File: src/rtl/board_reset_sequencer.sv
// board_reset_sequencer
//   Board bring-up sequencer.
//   - Holds the PLL in reset, then waits for a stable lock.
//   - Holds the SoC in reset for a fixed time, then releases it.
//   - A debounced KEY press in RUN gives a soft SoC reset. The PLL keeps running.
//   - Restarts from PLL reset on lock loss or on lock timeout.
//
// Ports
//   clk         in   free-running reference clock (never gated by the PLL)
//   reset       in   synchronous, active-high global reset
//   key_n       in   async push-button, active-low
//   pll_locked  in   async PLL lock indicator
//   pll_rst     out  PLL reset, active-high, high only in PLL_RST
//   soc_reset   out  SoC reset, active-high, low only in RUN (clk domain;
//                    the SoC clock domain must resynchronize it)
//   ready       out  high only in RUN
//   state       out  0=PLL_RST 1=WAIT_LOCK 2=SOC_HOLD 3=RUN
//   retry_cnt   out  PLL retries caused by lock timeout, saturates at 15
module board_reset_sequencer #(
  parameter int unsigned PLL_RST_CYCLES      = 16,
  parameter int unsigned LOCK_STABLE_CYCLES  = 1024,
  parameter int unsigned LOCK_TIMEOUT_CYCLES = 1000000,
  parameter int unsigned SOC_HOLD_CYCLES     = 32,
  parameter int unsigned DEBOUNCE_CYCLES     = 65536
) (
  input  logic       clk,
  input  logic       reset,
  input  logic       key_n,
  input  logic       pll_locked,
  output logic       pll_rst,
  output logic       soc_reset,
  output logic       ready,
  output logic [1:0] state,
  output logic [3:0] retry_cnt
);

  localparam int PW = $clog2(PLL_RST_CYCLES + 1);
  localparam int SW = $clog2(LOCK_STABLE_CYCLES + 1);
  localparam int TW = $clog2(LOCK_TIMEOUT_CYCLES + 1);
  localparam int HW = $clog2(SOC_HOLD_CYCLES + 1);
  localparam int DW = $clog2(DEBOUNCE_CYCLES + 1);

  // Each counter runs from 0 on state entry. The transition happens on the
  // cycle the counter holds the LAST value. So the state lasts exactly N cycles.
  localparam logic [PW-1:0] PLL_LAST     = PW'(PLL_RST_CYCLES - 1);
  localparam logic [SW-1:0] STABLE_LAST  = SW'(LOCK_STABLE_CYCLES - 1);
  localparam logic [TW-1:0] TIMEOUT_LAST = TW'(LOCK_TIMEOUT_CYCLES - 1);
  localparam logic [HW-1:0] HOLD_LAST    = HW'(SOC_HOLD_CYCLES - 1);
  localparam logic [DW-1:0] DEB_LAST     = DW'(DEBOUNCE_CYCLES - 1);

  typedef enum logic [1:0] {
    S_PLL_RST   = 2'd0,
    S_WAIT_LOCK = 2'd1,
    S_SOC_HOLD  = 2'd2,
    S_RUN       = 2'd3
  } state_t;

  state_t cur_state, nxt_state;

  logic lock_s1, lock_s;
  logic key_s1, key_s;

  logic [PW-1:0] pll_cnt, pll_cnt_nxt;
  logic [SW-1:0] stable_cnt, stable_cnt_nxt;
  logic [TW-1:0] timeout_cnt, timeout_cnt_nxt;
  logic [HW-1:0] hold_cnt, hold_cnt_nxt;
  logic [3:0]    retry_nxt;

  logic [DW-1:0] deb_cnt;
  logic          key_db;
  logic          press_evt;

  // Two-flop synchronizers. Lock resets low and the key resets released.
  always_ff @(posedge clk) begin
    if (reset) begin
      lock_s1 <= 1'b0;
      lock_s  <= 1'b0;
      key_s1  <= 1'b1;
      key_s   <= 1'b1;
    end else begin
      lock_s1 <= pll_locked;
      lock_s  <= lock_s1;
      key_s1  <= key_n;
      key_s   <= key_s1;
    end
  end

  // Debounce. The counter runs only while the synced level differs from the
  // accepted level. Any bounce back to the accepted level clears it. So the
  // new level must hold for DEBOUNCE_CYCLES consecutive cycles to be accepted.
  // press_evt is a one-cycle pulse on an accepted 1->0 change (key pressed).
  always_ff @(posedge clk) begin
    if (reset) begin
      key_db    <= 1'b1;
      deb_cnt   <= '0;
      press_evt <= 1'b0;
    end else begin
      press_evt <= 1'b0;
      if (key_s == key_db) begin
        deb_cnt <= '0;
      end else if (deb_cnt == DEB_LAST) begin
        key_db    <= key_s;
        deb_cnt   <= '0;
        // key_s differs from key_db here. So key_db==1 means a 1->0 change.
        press_evt <= key_db;
      end else begin
        deb_cnt <= deb_cnt + 1'b1;
      end
    end
  end

  // Next-state and counter logic.
  always_comb begin
    nxt_state       = cur_state;
    pll_cnt_nxt     = pll_cnt;
    stable_cnt_nxt  = stable_cnt;
    timeout_cnt_nxt = timeout_cnt;
    hold_cnt_nxt    = hold_cnt;
    retry_nxt       = retry_cnt;

    case (cur_state)
      S_PLL_RST: begin
        if (pll_cnt == PLL_LAST) begin
          nxt_state       = S_WAIT_LOCK;
          pll_cnt_nxt     = '0;
          stable_cnt_nxt  = '0;
          timeout_cnt_nxt = '0;
        end else begin
          pll_cnt_nxt = pll_cnt + 1'b1;
        end
      end

      S_WAIT_LOCK: begin
        // The stable check comes first. So a lock that completes on the
        // timeout cycle still wins.
        if (lock_s && (stable_cnt == STABLE_LAST)) begin
          nxt_state    = S_SOC_HOLD;
          hold_cnt_nxt = '0;
        end else if (timeout_cnt == TIMEOUT_LAST) begin
          nxt_state   = S_PLL_RST;
          pll_cnt_nxt = '0;
          if (retry_cnt != 4'd15) begin
            retry_nxt = retry_cnt + 4'd1;
          end
        end else begin
          stable_cnt_nxt  = lock_s ? (stable_cnt + 1'b1) : '0;
          timeout_cnt_nxt = timeout_cnt + 1'b1;
        end
      end

      S_SOC_HOLD: begin
        if (!lock_s) begin
          nxt_state   = S_PLL_RST;
          pll_cnt_nxt = '0;
        end else if (hold_cnt == HOLD_LAST) begin
          nxt_state = S_RUN;
        end else begin
          hold_cnt_nxt = hold_cnt + 1'b1;
        end
      end

      S_RUN: begin
        if (!lock_s) begin
          nxt_state   = S_PLL_RST;
          pll_cnt_nxt = '0;
        end else if (press_evt) begin
          nxt_state    = S_SOC_HOLD;
          hold_cnt_nxt = '0;
        end
      end

      default: begin
        nxt_state   = S_PLL_RST;
        pll_cnt_nxt = '0;
      end
    endcase
  end

  // State, counters, and outputs. Outputs decode from nxt_state, so they
  // change on the same edge that enters the state.
  always_ff @(posedge clk) begin
    if (reset) begin
      cur_state   <= S_PLL_RST;
      pll_cnt     <= '0;
      stable_cnt  <= '0;
      timeout_cnt <= '0;
      hold_cnt    <= '0;
      retry_cnt   <= 4'd0;
      pll_rst     <= 1'b1;
      soc_reset   <= 1'b1;
      ready       <= 1'b0;
    end else begin
      cur_state   <= nxt_state;
      pll_cnt     <= pll_cnt_nxt;
      stable_cnt  <= stable_cnt_nxt;
      timeout_cnt <= timeout_cnt_nxt;
      hold_cnt    <= hold_cnt_nxt;
      retry_cnt   <= retry_nxt;
      pll_rst     <= (nxt_state == S_PLL_RST);
      soc_reset   <= (nxt_state != S_RUN);
      ready       <= (nxt_state == S_RUN);
    end
  end

  assign state = cur_state;

endmodule
File: config.mk
export PLATFORM = sky130hd
export DESIGN_NAME = board_reset_sequencer
export DESIGN_NICKNAME = d
export VERILOG_FILES = /design/src/rtl/board_reset_sequencer.sv
export SDC_FILE = /design/constraint.sdc
export NUM_CORES = 1
export LEC_CHECK = 0
export BUFFER_PORTS_ARGS = -buffer_cell sky130_fd_sc_hd__buf_2
export CAP_MARGIN = 20
export CORE_ASPECT_RATIO = 0.8
export CORE_UTILIZATION = 60
export DETAILED_ROUTE_END_ITERATION = 8
export HOLD_SLACK_MARGIN = 0.02
export PLACE_DENSITY = 0.78
export REMOVE_ABC_BUFFERS = 1
export SKIP_CTS_REPAIR_TIMING = 1
export SLEW_MARGIN = 10
export SYNTH_ARGS = -nofsm -noshare
export SYNTH_HDL_FRONTEND = slang
export SYNTH_SLANG_ARGS = --single-unit
File: constraint.sdc
create_clock -name clk -period 3 [get_ports clk]
set_clock_uncertainty 0.1 [all_clocks]
set_input_delay 0.3 -clock clk [delete_from_list [all_inputs] [get_ports clk]]
set_output_delay 0.3 -clock clk [all_outputs]
set_load 0.01 [all_outputs]
# [Word level (Yosys, flattened, before mapping)]
# Cells that the tools add are included.
[op_classes] muxes=28 reduce_logical=13 n_eq_ne=22 n_bitwise=3 n_addsub=6
[ops] operator="2-to-1 mux 20 bit" count=3
[ops] operator="2-to-1 mux 11 bit" count=4
[ops] operator="one-hot mux 20 bit (2 select lines)" count=1
[ops] operator="2-to-1 mux 6 bit" count=5
[ops] operator="!= test 2 bit, second input constant" count=11
[ops] operator="one-hot mux 11 bit (2 select lines)" count=1
[ops] operator="adder 20 x 1 -> 20 bit, second input constant" count=1
[ops] operator="equality test 20 bit, second input constant" count=1
[ops] operator="2-to-1 mux 5 bit" count=4
[ops] operator="one-hot mux 6 bit (3 select lines)" count=1
[ops] operator="adder 17 x 1 -> 17 bit, second input constant" count=1
[ops] operator="equality test 17 x 16 -> 1 bit, second input constant" count=1
[ops] operator="one-hot mux 5 bit (3 select lines)" count=1
[ops] operator="2-to-1 mux 2 bit" count=7
[ops] operator="adder 11 x 1 -> 11 bit, second input constant" count=1
[ops] operator="equality test 11 x 10 -> 1 bit, second input constant" count=1
[ops] operator="one-hot mux 2 bit (4 select lines)" count=1
[ops] operator="AND reduction 4 bit" count=2
[ops] operator="adder 6 x 1 -> 6 bit, second input constant" count=1
[ops] operator="equality test 2 bit, second input constant" count=3
[ops] operator="equality test 6 x 5 -> 1 bit, second input constant" count=1
[ops] operator="AND reduction 6 bit" count=1
[ops] operator="OR reduction 3 bit" count=2
[ops] operator="adder 5 x 1 -> 5 bit, second input constant" count=1
[ops] operator="other kinds (13)" count=16
[totals] out_inout_bits=9 reg_bits=74 in_bits=4

# [Logic depth before layout (Yosys ltp)]
[depth] ltp_word=5 depth_mapped=10 mapped_depth_nobuf=8

# [Worst setup path before layout]
# OpenSTA, ideal clock, no wires.
[synth_path] kind="register to register" start="register deb_cnt[0]" end="register deb_cnt[10]" period_less_slack_ns=2.141 arrival_ns=1.913 setup_ns=0.128 t_required_ns=2.772 setup_slack_ns=0.859 path_buffers=2 path_stages_with_launch=11 cell_sequence="dfxtp_1 > ha_1 > nand3_1 > nor2_1 > nand2_1 > nor2_1 > ha_1 > or3_1 > clkbuf_1 > clkbuf_1 > nor2_1"
[synth_via] elab_chain_len=2 elab_cells_between_ends=3 classes_between="add/sub: 1; eq/ne: 1; reduce/logical: 1"
[synth_rtl] element="from (decl)" line_no="69" rtl="logic [DW-1:0] deb_cnt;"
[synth_rtl] element="from (signal assigned)" line_no="107" rtl="deb_cnt <= deb_cnt + 1'b1;"
[synth_rtl] element="parallel branches: the longest is 2 deep, another holds adder 17 x 1 -> 17 bit"
# Parallel ways; which one is timed is not known.
# A chain may end at the register's enable or synchronous reset.

# [Worst setup path after layout]
[layout_path] start="register timeout_cnt[10]" end="register stable_cnt[7]"
[layout_via] elab_chain_len=3
[layout_rtl] element="from (decl)" line_no="65" rtl="logic [TW-1:0] timeout_cnt, timeout_cnt_nxt;"
[layout_rtl] element="from (signal assigned)" line_no="196" rtl="timeout_cnt <= timeout_cnt_nxt;"
[layout_rtl] element="equality test 20 bit" line_no="139" rtl="end else if (timeout_cnt == TIMEOUT_LAST) begin"
[layout_rtl] element="!= test 2 bit (no source line)"
[layout_rtl] element="AND reduction 4 bit (no source line)"
[layout_rtl] element="to (signal assigned)" line_no="195" rtl="stable_cnt <= stable_cnt_nxt;"
[layout_rtl] element="to (decl)" line_no="64" rtl="logic [SW-1:0] stable_cnt, stable_cnt_nxt;"
# No other way between the ends.

==> metrics.txt <==
outcome finished clean; Crit-path slowest cell a31o_2; most frequent cells in the layout dfxtp_1, nand2_1, nor2_1; CP Cell Sequence or4_4, nor4_4, a31o_2, o311ai_0, o41ai_1; post-DP HPWL 5240 um; num rows 24; nature of the critical path startpoint flop; vias per cell 6.17; clk buf depth 2; drt first pass iters 7; largest net degree at the start of global routing 37; clock sinks 74; LEAKAGE 1.36 nW; register-to-register setup slack 0.51 ns; post-synth cell types 49; power share of the sequential group 54.3%; HP Class in -> reg; clock share of power 43.6%; Worst Hold Launch key_n; multi-input logic area 0.00200 mm^2; first-pass GRT wire length 13500 um; Yosys warning count 0; Finish-stage setup viols 0; GRT Total Usage 27.2%; switching share of power 20.9%; Final Critical Period 2.49 ns; drt first-iter violations 320; clock latency on the worst-skew pair 0.35 ns; worst path arrival time 2.63 ns; DR DRC count 0; crit path from timeout_cnt[10]$_SDFFE_PP0P_; total negative slack 0 ns; max-cap violations 0; DR WL/cell 15.2 um; Max Clk Rate 0.401 GHz; Ant. Diodes 0; Post-synth EDFFs 0; Crit path required time 3.14 ns; die width 88.7 um; Internal 0.00145 W; Switch Pwr 0.000381 W; initial antenna violation count 0; power per cell area 466 mW/mm^2; Synth async-reset ratio 0%; Top FF cell, synth dfxtp_1; Critical Path Fanout Max 34; Fillers 467; cts bufs inserted 9; CP Class reg -> reg; maximum VDD drop 0.256 mV; GP Congestion 0.816; root buffer cell clkbuf_8; combinational share of power 2.2%; I/O pin count 13; nature of the critical path endpoint flop; unrepaired setup endpoints after global routing no; most common cell after layout, fill and taps aside dfxtp_1; count of pins over their slew limit 0; grt total ovfl 0; DRT Wirelength 7860 um; synthesized netlist cell count 424; CTS tree built; Crit path largest cell delay 0.65 ns; Post-Syn Area 0.00361 mm^2; Final period util 83.1%; Seq cells post-synth 74; Rel. slew slack 56.1%; Final nets 445; initial core utilization 64.2%; FF-to-FF Start timeout_cnt[10]$_SDFFE_PP0P_; die area 0.00633 mm^2; total power 0.00183 W; Worst Tran Pin Value 0.658 ns; Fin. Hold Viols 0; vias in the first global route 3049; IO Port Bufs 12; Final ANT Viol Nets 0; core area 0.00562 mm^2; Area Growth Syn to Fin 8.71%; clock-pin slew on the worst setup and hold paths 0.07 ns; sequential cell area fraction in the yosys report 41.1%; Seq. cell area 0.00148 mm^2; htree depth 3; synthesized area per cell 8.50 um^2; share of cells above drive strength 1 10.0%; height of the chip 71.3 um; via count 3185
[critical path, delay by kind of cell (launching register included)]
| family | cells | cell delay (ns) |
|---|---|---|
| AO/OA/AOI/OAI | 3 | 1.02 |
| AND/OR/NAND/NOR | 2 | 0.91 |
| flip-flops | 1 | 0.35 |
[through the flow]
step | setup WS, ns | instances | util, % | area (um^2) | hold WS, ns
2_1_floorplan | 0.771 | 405 | - | 3510 | 0.269
3_3_place_gp | 0.627 | 501 | 66.2 | 3720 | 0.292
3_5_place_dp | 0.557 | 501 | 66.2 | 3720 | 0.294
4_1_cts | 0.529 | 516 | 69.8 | 3920 | 0.0230
5_1_grt | 0.370 | 516 | 69.8 | 3920 | 0.0207
6_report | 0.506 | 516 | 69.8 | 3920 | 0.0317
[cell type report]
| type | instances | share of cell area [%] |
|---|---|---|
| inverter | 9 | 0.862 |
| clock inverter | 2 | 0.894 |
| timing repair buffer | 18 | 2.68 |
| multi-input combinational | 322 | 51.0 |
| clock buffer | 13 | 4.31 |
| sequential | 74 | 37.8 |
| tap | 78 | 2.49 |
[per-layer routing]
layer  GRT usage (%)  vias up  wire (um)
met3            7.95       15        462
met1            36.3     1487       3760
met4            7.35        0        122
met5               0        -          0
met2            43.2      101       3510
li1                -     1582          -
[registers in the layout, indices dropped and copies added, names as in the netlist]
register,flops
deb_cnt,17
pll_cnt,5
key_db,1
key_s,1
retry_cnt,4
stable_cnt,11
state,2
timeout_cnt,20
ready,1
press_evt,1
lock_s1,1
hold_cnt,6
pll_rst,1
soc_reset,1
key_s1,1
lock_s,1
[cell families after synthesis]
logic type,synth area share (%)
buffers and inverters,3.50
multiplexers,4.55
adder cells (fa/ha/maj),2.43
AND/OR/NAND/NOR,29.9
flip-flops,41.1
XOR/XNOR,3.16
AO/OA/AOI/OAI,15.4
[power groups by stage]
stage / logic, W / clock network, W / registers (W)
after floorplan: 0.0000210 / 0 / 0.00101
after global placement: 0.0000378 / 0 / 0.00101
after detailed placement: 0.0000393 / 0 / 0.00101
after CTS: 0.0000396 / 0.000807 / 0.000992
after global routing: 0.0000442 / 0.000857 / 0.000992
final: 0.0000398 / 0.000796 / 0.000992
[cells in the mapped netlist, types with 7 or more instances]
| cell | number | area share (%) |
|---|---|---|
| dfxtp_1 | 74 | 41 |
| nand2_1 | 42 | 4.4 |
| nor2_1 | 39 | 4.1 |
| nand3_1 | 27 | 3.7 |
| a21oi_1 | 23 | 3.2 |
| nand4_1 | 15 | 2.6 |
| o21ai_0 | 14 | 1.9 |
| mux2i_1 | 13 | 3.6 |
| nand2b_1 | 13 | 2.3 |
| nor3_1 | 13 | 1.8 |
| and3_1 | 12 | 2.1 |
| clkbuf_1 | 12 | 1.2 |
| inv_1 | 9 | 0.94 |
| or4_1 | 9 | 1.9 |
| xor2_1 | 9 | 2.2 |
| and2_1 | 8 | 1.4 |
| o311ai_0 | 8 | 1.9 |
| o31ai_1 | 8 | 1.7 |
| ha_1 | 7 | 2.4 |
[path summary, 6_finish.rpt]
check                                             endpoint  depth (start not counted)
worst min-delay path                     key_s1$_SDFF_PP1_                          2
worst max-delay path            stable_cnt[7]$_SDFFE_PP0P_                          5
worst min register to register            key_s$_SDFF_PP1_                          1
worst max register to register  stable_cnt[7]$_SDFFE_PP0P_                          5
(Power assumes the default switching activity.)
